## src/rtl/clk_ratio_monitor.sv

```systemverilog
// clk_ratio_monitor: measures a divided clock sampled in the clk domain
// and checks its period against the expected division ratio.
module clk_ratio_monitor #(
  parameter int CNT_W       = 16,
  parameter int EXP_DIV     = 2,
  parameter int TOL         = 0,
  parameter int LOCK_CNT    = 4,
  parameter int TIMEOUT     = 64,
  parameter int SYNC_STAGES = 2
) (
  input  logic             clk,
  input  logic             rst,
  input  logic             en,
  input  logic             clk_in,
  input  logic             clr_err,
  output logic [CNT_W-1:0] period,
  output logic [CNT_W-1:0] high_time,
  output logic             meas_valid,
  output logic             locked,
  output logic             mismatch,
  output logic             stuck,
  output logic             err_sticky
);

  typedef enum logic [1:0] {
    IDLE,
    ARM,
    MEASURE
  } state_t;

  localparam int GW = $clog2(LOCK_CNT + 1);
  localparam logic [CNT_W-1:0] CMAX = '1;
  localparam logic [CNT_W-1:0] TO_LAST = CNT_W'(TIMEOUT - 1);
  localparam logic [CNT_W:0] EXP_V = (CNT_W+1)'(EXP_DIV);
  localparam logic [CNT_W:0] TOL_V = (CNT_W+1)'(TOL);
  localparam logic [GW-1:0] GMAX = GW'(LOCK_CNT);
  localparam logic [GW:0] LOCK_V = (GW+1)'(LOCK_CNT);

  function automatic logic [CNT_W-1:0] sat_inc(
    input logic [CNT_W-1:0] v
  );
    return (v == CMAX) ? v : v + CNT_W'(1);
  endfunction

  state_t state, state_n;

  logic [SYNC_STAGES-1:0] sync;
  logic s, s_d, rise, fall;

  logic [CNT_W-1:0] pcnt, pcnt_n;
  logic [CNT_W-1:0] hcnt, hcnt_n;
  logic [CNT_W-1:0] meas;
  logic [CNT_W:0]   meas_x;
  logic [GW-1:0]    good, good_n;
  logic             in_tol;

  logic [CNT_W-1:0] period_n, high_n;
  logic valid_n, locked_n, mism_n, stuck_n, err_n;

  assign s    = sync[SYNC_STAGES-1];
  assign rise = s & ~s_d;
  assign fall = ~s & s_d;
  assign meas = sat_inc(pcnt);

  // synchronizer chain plus one delay flop for edge detection
  always_ff @(posedge clk) begin
    if (rst) begin
      sync <= '0;
      s_d  <= 1'b0;
    end else begin
      sync[0] <= clk_in;
      for (int i = 1; i < SYNC_STAGES; i++)
        sync[i] <= sync[i-1];
      s_d <= s;
    end
  end

  // absolute deviation of the measured period from the expected ratio
  always_comb begin
    meas_x = {1'b0, meas};
    if (meas_x >= EXP_V)
      in_tol = (meas_x - EXP_V) <= TOL_V;
    else
      in_tol = (EXP_V - meas_x) <= TOL_V;
  end

  // next state, counters and outputs; en low and timeout override rise
  always_comb begin
    state_n  = state;
    pcnt_n   = pcnt;
    hcnt_n   = hcnt;
    good_n   = good;
    period_n = period;
    high_n   = high_time;
    valid_n  = 1'b0;
    locked_n = locked;
    mism_n   = 1'b0;
    stuck_n  = 1'b0;
    unique case (state)
      IDLE: begin
        pcnt_n   = '0;
        hcnt_n   = '0;
        good_n   = '0;
        locked_n = 1'b0;
        state_n  = ARM;
      end
      ARM, MEASURE: begin
        pcnt_n = rise ? '0 : sat_inc(pcnt);
        hcnt_n = rise ? '0 : (s ? sat_inc(hcnt) : hcnt);
        if (state == MEASURE && fall)
          high_n = sat_inc(hcnt);
        if (pcnt == TO_LAST) begin
          stuck_n  = 1'b1;
          locked_n = 1'b0;
          good_n   = '0;
          pcnt_n   = '0;
          state_n  = ARM;
        end else if (rise) begin
          if (state == ARM) begin
            state_n = MEASURE;
          end else begin
            period_n = meas;
            valid_n  = 1'b1;
            if (in_tol) begin
              good_n   = (good == GMAX) ? good : good + GW'(1);
              locked_n = ({1'b0, good} + (GW+1)'(1)) >= LOCK_V;
            end else begin
              good_n   = '0;
              locked_n = 1'b0;
              mism_n   = 1'b1;
            end
          end
        end
      end
      default: state_n = IDLE;
    endcase
    if (!en) begin
      state_n  = IDLE;
      pcnt_n   = '0;
      hcnt_n   = '0;
      good_n   = '0;
      locked_n = 1'b0;
      period_n = period;
      high_n   = high_time;
      valid_n  = 1'b0;
      mism_n   = 1'b0;
      stuck_n  = 1'b0;
    end
    if (mism_n || stuck_n)
      err_n = 1'b1;
    else if (clr_err)
      err_n = 1'b0;
    else
      err_n = err_sticky;
  end

  // state register
  always_ff @(posedge clk) begin
    if (rst) state <= IDLE;
    else     state <= state_n;
  end

  // datapath and registered outputs
  always_ff @(posedge clk) begin
    if (rst) begin
      pcnt       <= '0;
      hcnt       <= '0;
      good       <= '0;
      period     <= '0;
      high_time  <= '0;
      meas_valid <= 1'b0;
      locked     <= 1'b0;
      mismatch   <= 1'b0;
      stuck      <= 1'b0;
      err_sticky <= 1'b0;
    end else begin
      pcnt       <= pcnt_n;
      hcnt       <= hcnt_n;
      good       <= good_n;
      period     <= period_n;
      high_time  <= high_n;
      meas_valid <= valid_n;
      locked     <= locked_n;
      mismatch   <= mism_n;
      stuck      <= stuck_n;
      err_sticky <= err_n;
    end
  end

endmodule

```

## config.mk

```make
export PLATFORM = sky130hd
export DESIGN_NAME = clk_ratio_monitor
export DESIGN_NICKNAME = d
export VERILOG_FILES = /design/src/rtl/clk_ratio_monitor.sv
export SDC_FILE = /design/constraint.sdc
export NUM_CORES = 1
export LEC_CHECK = 0
export CAP_MARGIN = 20
export CORE_ASPECT_RATIO = 0.5
export CORE_MARGIN = 1.5
export CORE_UTILIZATION = 45
export DETAILED_ROUTE_END_ITERATION = 8
export DONT_BUFFER_PORTS = 1
export PLACE_DENSITY = 0.69
export SYNTH_ARGS = -nofsm -noshare
export SYNTH_HDL_FRONTEND = slang
export SYNTH_SLANG_ARGS = --single-unit
```

## constraint.sdc

```tcl
create_clock -name clk -period 3.65 [get_ports clk]
set_input_delay 0.9125 -clock clk [delete_from_list [all_inputs] [get_ports clk]]
set_output_delay 0.9125 -clock clk [all_outputs]
set_load 0.05 [all_outputs]
```

==> out/results.tsv <==
metric	value	unit
Die H	74.6	µm
Synth Area in Compound Gates	0.217	
most instantiated library cell after synthesis	nor2_1	
Die Wd	146	µm
Post-synth top cells	nor2_1 (89), dfxtp_1 (77), a21oi_1 (57)	
Reg clk slew, reported paths	0.06	ns
Final setup viols	0	
PwrDens	359	nW/µm²
status	complete, no violations	
CTS tree	yes	
Area Overhead vs Synth	15.2	%
Worst EP arrival	3.77	ns
Lkg Pwr	1.92	nW
Placer Congestion	0.971	
Worst-Margin Slew	0.911	ns
Syn Nets	628	
HPWL Detailed	8870	µm
Initial DRT Pass Iterations	6	
leading area contributor after synthesis	dfxtp_1	
first-pass GRT wire length	20100	µm
Yosys top cell area share	0.334	
Sum Neg Setup Slack	0	ns
FFs w/ async S/R, synth	0	
Port Buf Inserts	0	
worst rel slew slack	0.393	
Rows	25	
pins over their slew limit	0	
average size of a mapped cell	7.56	µm²
Tot GR Track Use	0.235	
crit share post-route	0.958	
Initial Util	0.476	
initial antenna violation count	0	
share of layout cells above drive strength 1	0.138	
Max H-tree Level	3	
total number of vias	4489	
sequential share of the synthesized area	0.334	
Crit Path Max Fanout	4	
EDFF count, synth	0	
xor and xnor area share after synthesis	0.0455	
post-route ant nets	0	
Root Buffer Master	clkbuf_16	
cts bufs inserted	9	
# hold bufs at CTS	0	
Ports	42	
required time of the critical path	3.92	ns
internal reg-to-reg setup slack	0.15	ns
synth unique cells	64	
# clock sinks	77	
crit path time final	3.50	ns
worst min path class	register to register	
Worst Skew	0.0103	ns
Syn. warnings	0	
Critical Path Start Type	register	
post-route cell area	5320	µm²
Crit Path Category	register to register	
maximum clock path buffer count	2	
number of global-route vias before repair	4014	
Worst setup EP type	register	
maximum vdd ir drop	0.244	mV
GR Overflow Total	0	
Starting DRT DRC Count	336	
ys flop type	dfxtp_1	
main combinational cell family by area after synthesis	simple AND/OR/NAND/NOR gates	
Yosys reg bits	77	
Post-Route WL	12800	µm
Via density	5.91	
Routed WL per cell	16.8	µm
CORE AREA	9700	µm²
post-synthesis simple-gate area fraction	0.306	
# diodes	0	
post-synthesis adder-cell area fraction	0.0325	
Max Fclk	0.286	GHz
Worst-Skew Late Latency	0.34	ns
MaxCap Viol Count	0	
Post-route DRC	0	
pin count of the biggest net entering global routing	42	
top cells by area, synth	dfxtp_1 (33%), nor2_1 (7.2%), a21oi_1 (6.2%), nand2_1 (4.1%), nand3_1 (3.4%)	
mux contribution to synthesized area	0.0157	
Netlist Area Pre-Place	4620	µm²
Hold Fails Final Rpt	0	
Syn Inst Count	611	
Die ar.	10900	µm²
placed cell area	4910	µm²
hold slack final	0.451	ns
Nets	637	
-- sequential cells by signal, summed over array words and instances, names as in the netlist, 2 cells and up --
register,flops
period,16
sync,2
hcnt,16
pcnt,16
high_time,16
state,2
good,3
-- through the flow --
step,total power [W],util,setup WS [ns],instances
5_1_grt,0.00197,0.549,-0.0461,760
6_report,0.00191,0.549,0.152,760
3_5_place_dp,0.000936,0.506,0.0599,741
3_3_place_gp,0.000936,0.506,0.167,741
2_1_floorplan,0.000922,-,0.0555,611
4_1_cts,0.00193,0.540,0.0384,757
-- power breakdown --
| group | total, W | internal, W | switching, W | leakage [nW] |
|---|---|---|---|---|
| registers | 0.000850 | 0.000843 | 0.00000629 | 0.622 |
| clock network | 0.000991 | 0.000610 | 0.000381 | 0.159 |
| logic | 0.0000709 | 0.0000247 | 0.0000462 | 1.14 |
-- cell usage in the layout, fill, tap and decap left out, drive strengths merged, types with 6 or more instances in the layout --
| master | instances |
|---|---|
| nor4 | 9 |
| a21o | 6 |
| dfxtp | 77 |
| and2 | 8 |
| a211oi | 19 |
| nor2 | 89 |
| buf | 44 |
| nor3 | 20 |
| and3 | 12 |
| or4 | 6 |
| nand4 | 11 |
| xnor2 | 17 |
| nor2b | 7 |
| a21oi | 57 |
| a22oi | 9 |
| ha | 12 |
| nand3 | 32 |
| nand2 | 50 |
| inv | 14 |
| clkbuf | 9 |
| o21ai | 31 |
| xor2 | 7 |
| nand2b | 6 |
| or3 | 11 |
-- layer usage --
layer,global-route usage,vias to the layer above,routed length [µm],part of all wire
li1,-,2217,-,-
met1,0.294,2110,5840,0.46
met2,0.409,141,5980,0.47
met3,0.0558,21,762,0.060
met4,0.0853,0,225,0.018
met5,0,-,0,0
-- area by class of cell --
class                      instances  area (µm²)
fill                             952        4380
multi-input combinational        477        2910
sequential                        77        1540
timing repair buffer              44         330
clock buffer                       9         225
tap                              135         169
clock inverter                     7         105
inverter                          11        41.3
-- critical path, stage by stage (launching register included) --
cell and delay [ns]:
dfxtp_2 0.35, ha_4 0.13, nand4_1 0.13, or4_4 0.54, nand2_4 0.09, a21boi_4 0.22, ha_1 0.27, nor2b_1 0.11
nand4_1 0.17, a2111oi_4 0.33, nand3_1 0.10, o41a_1 0.41, or4_4 0.43, a21oi_2 0.14
-- path summary, 6_finish.rpt --
path / startpoint / to / cells after the start
setup / recovery: pcnt[1] / good[1] / 13
hold / removal: sync[0] / sync[1] / 1
setup reg to reg: pcnt[1] / good[1] / 13
hold reg to reg: sync[0] / sync[1] / 1
-- repair_timing --
action,in CTS,in global routing
endpoints found under the setup margin,0,1
resized for setup,0,13
buffers inserted,0,3
-- cell families after synthesis --
kind of cell,after synthesis
multiplexers,7
XOR/XNOR,24
flip-flops,77
adder cells (fa/ha/maj),12
AO/OA/AOI/OAI,156
AND/OR/NAND/NOR,278
buffers and inverters,57
(Power assumes the default switching activity.)
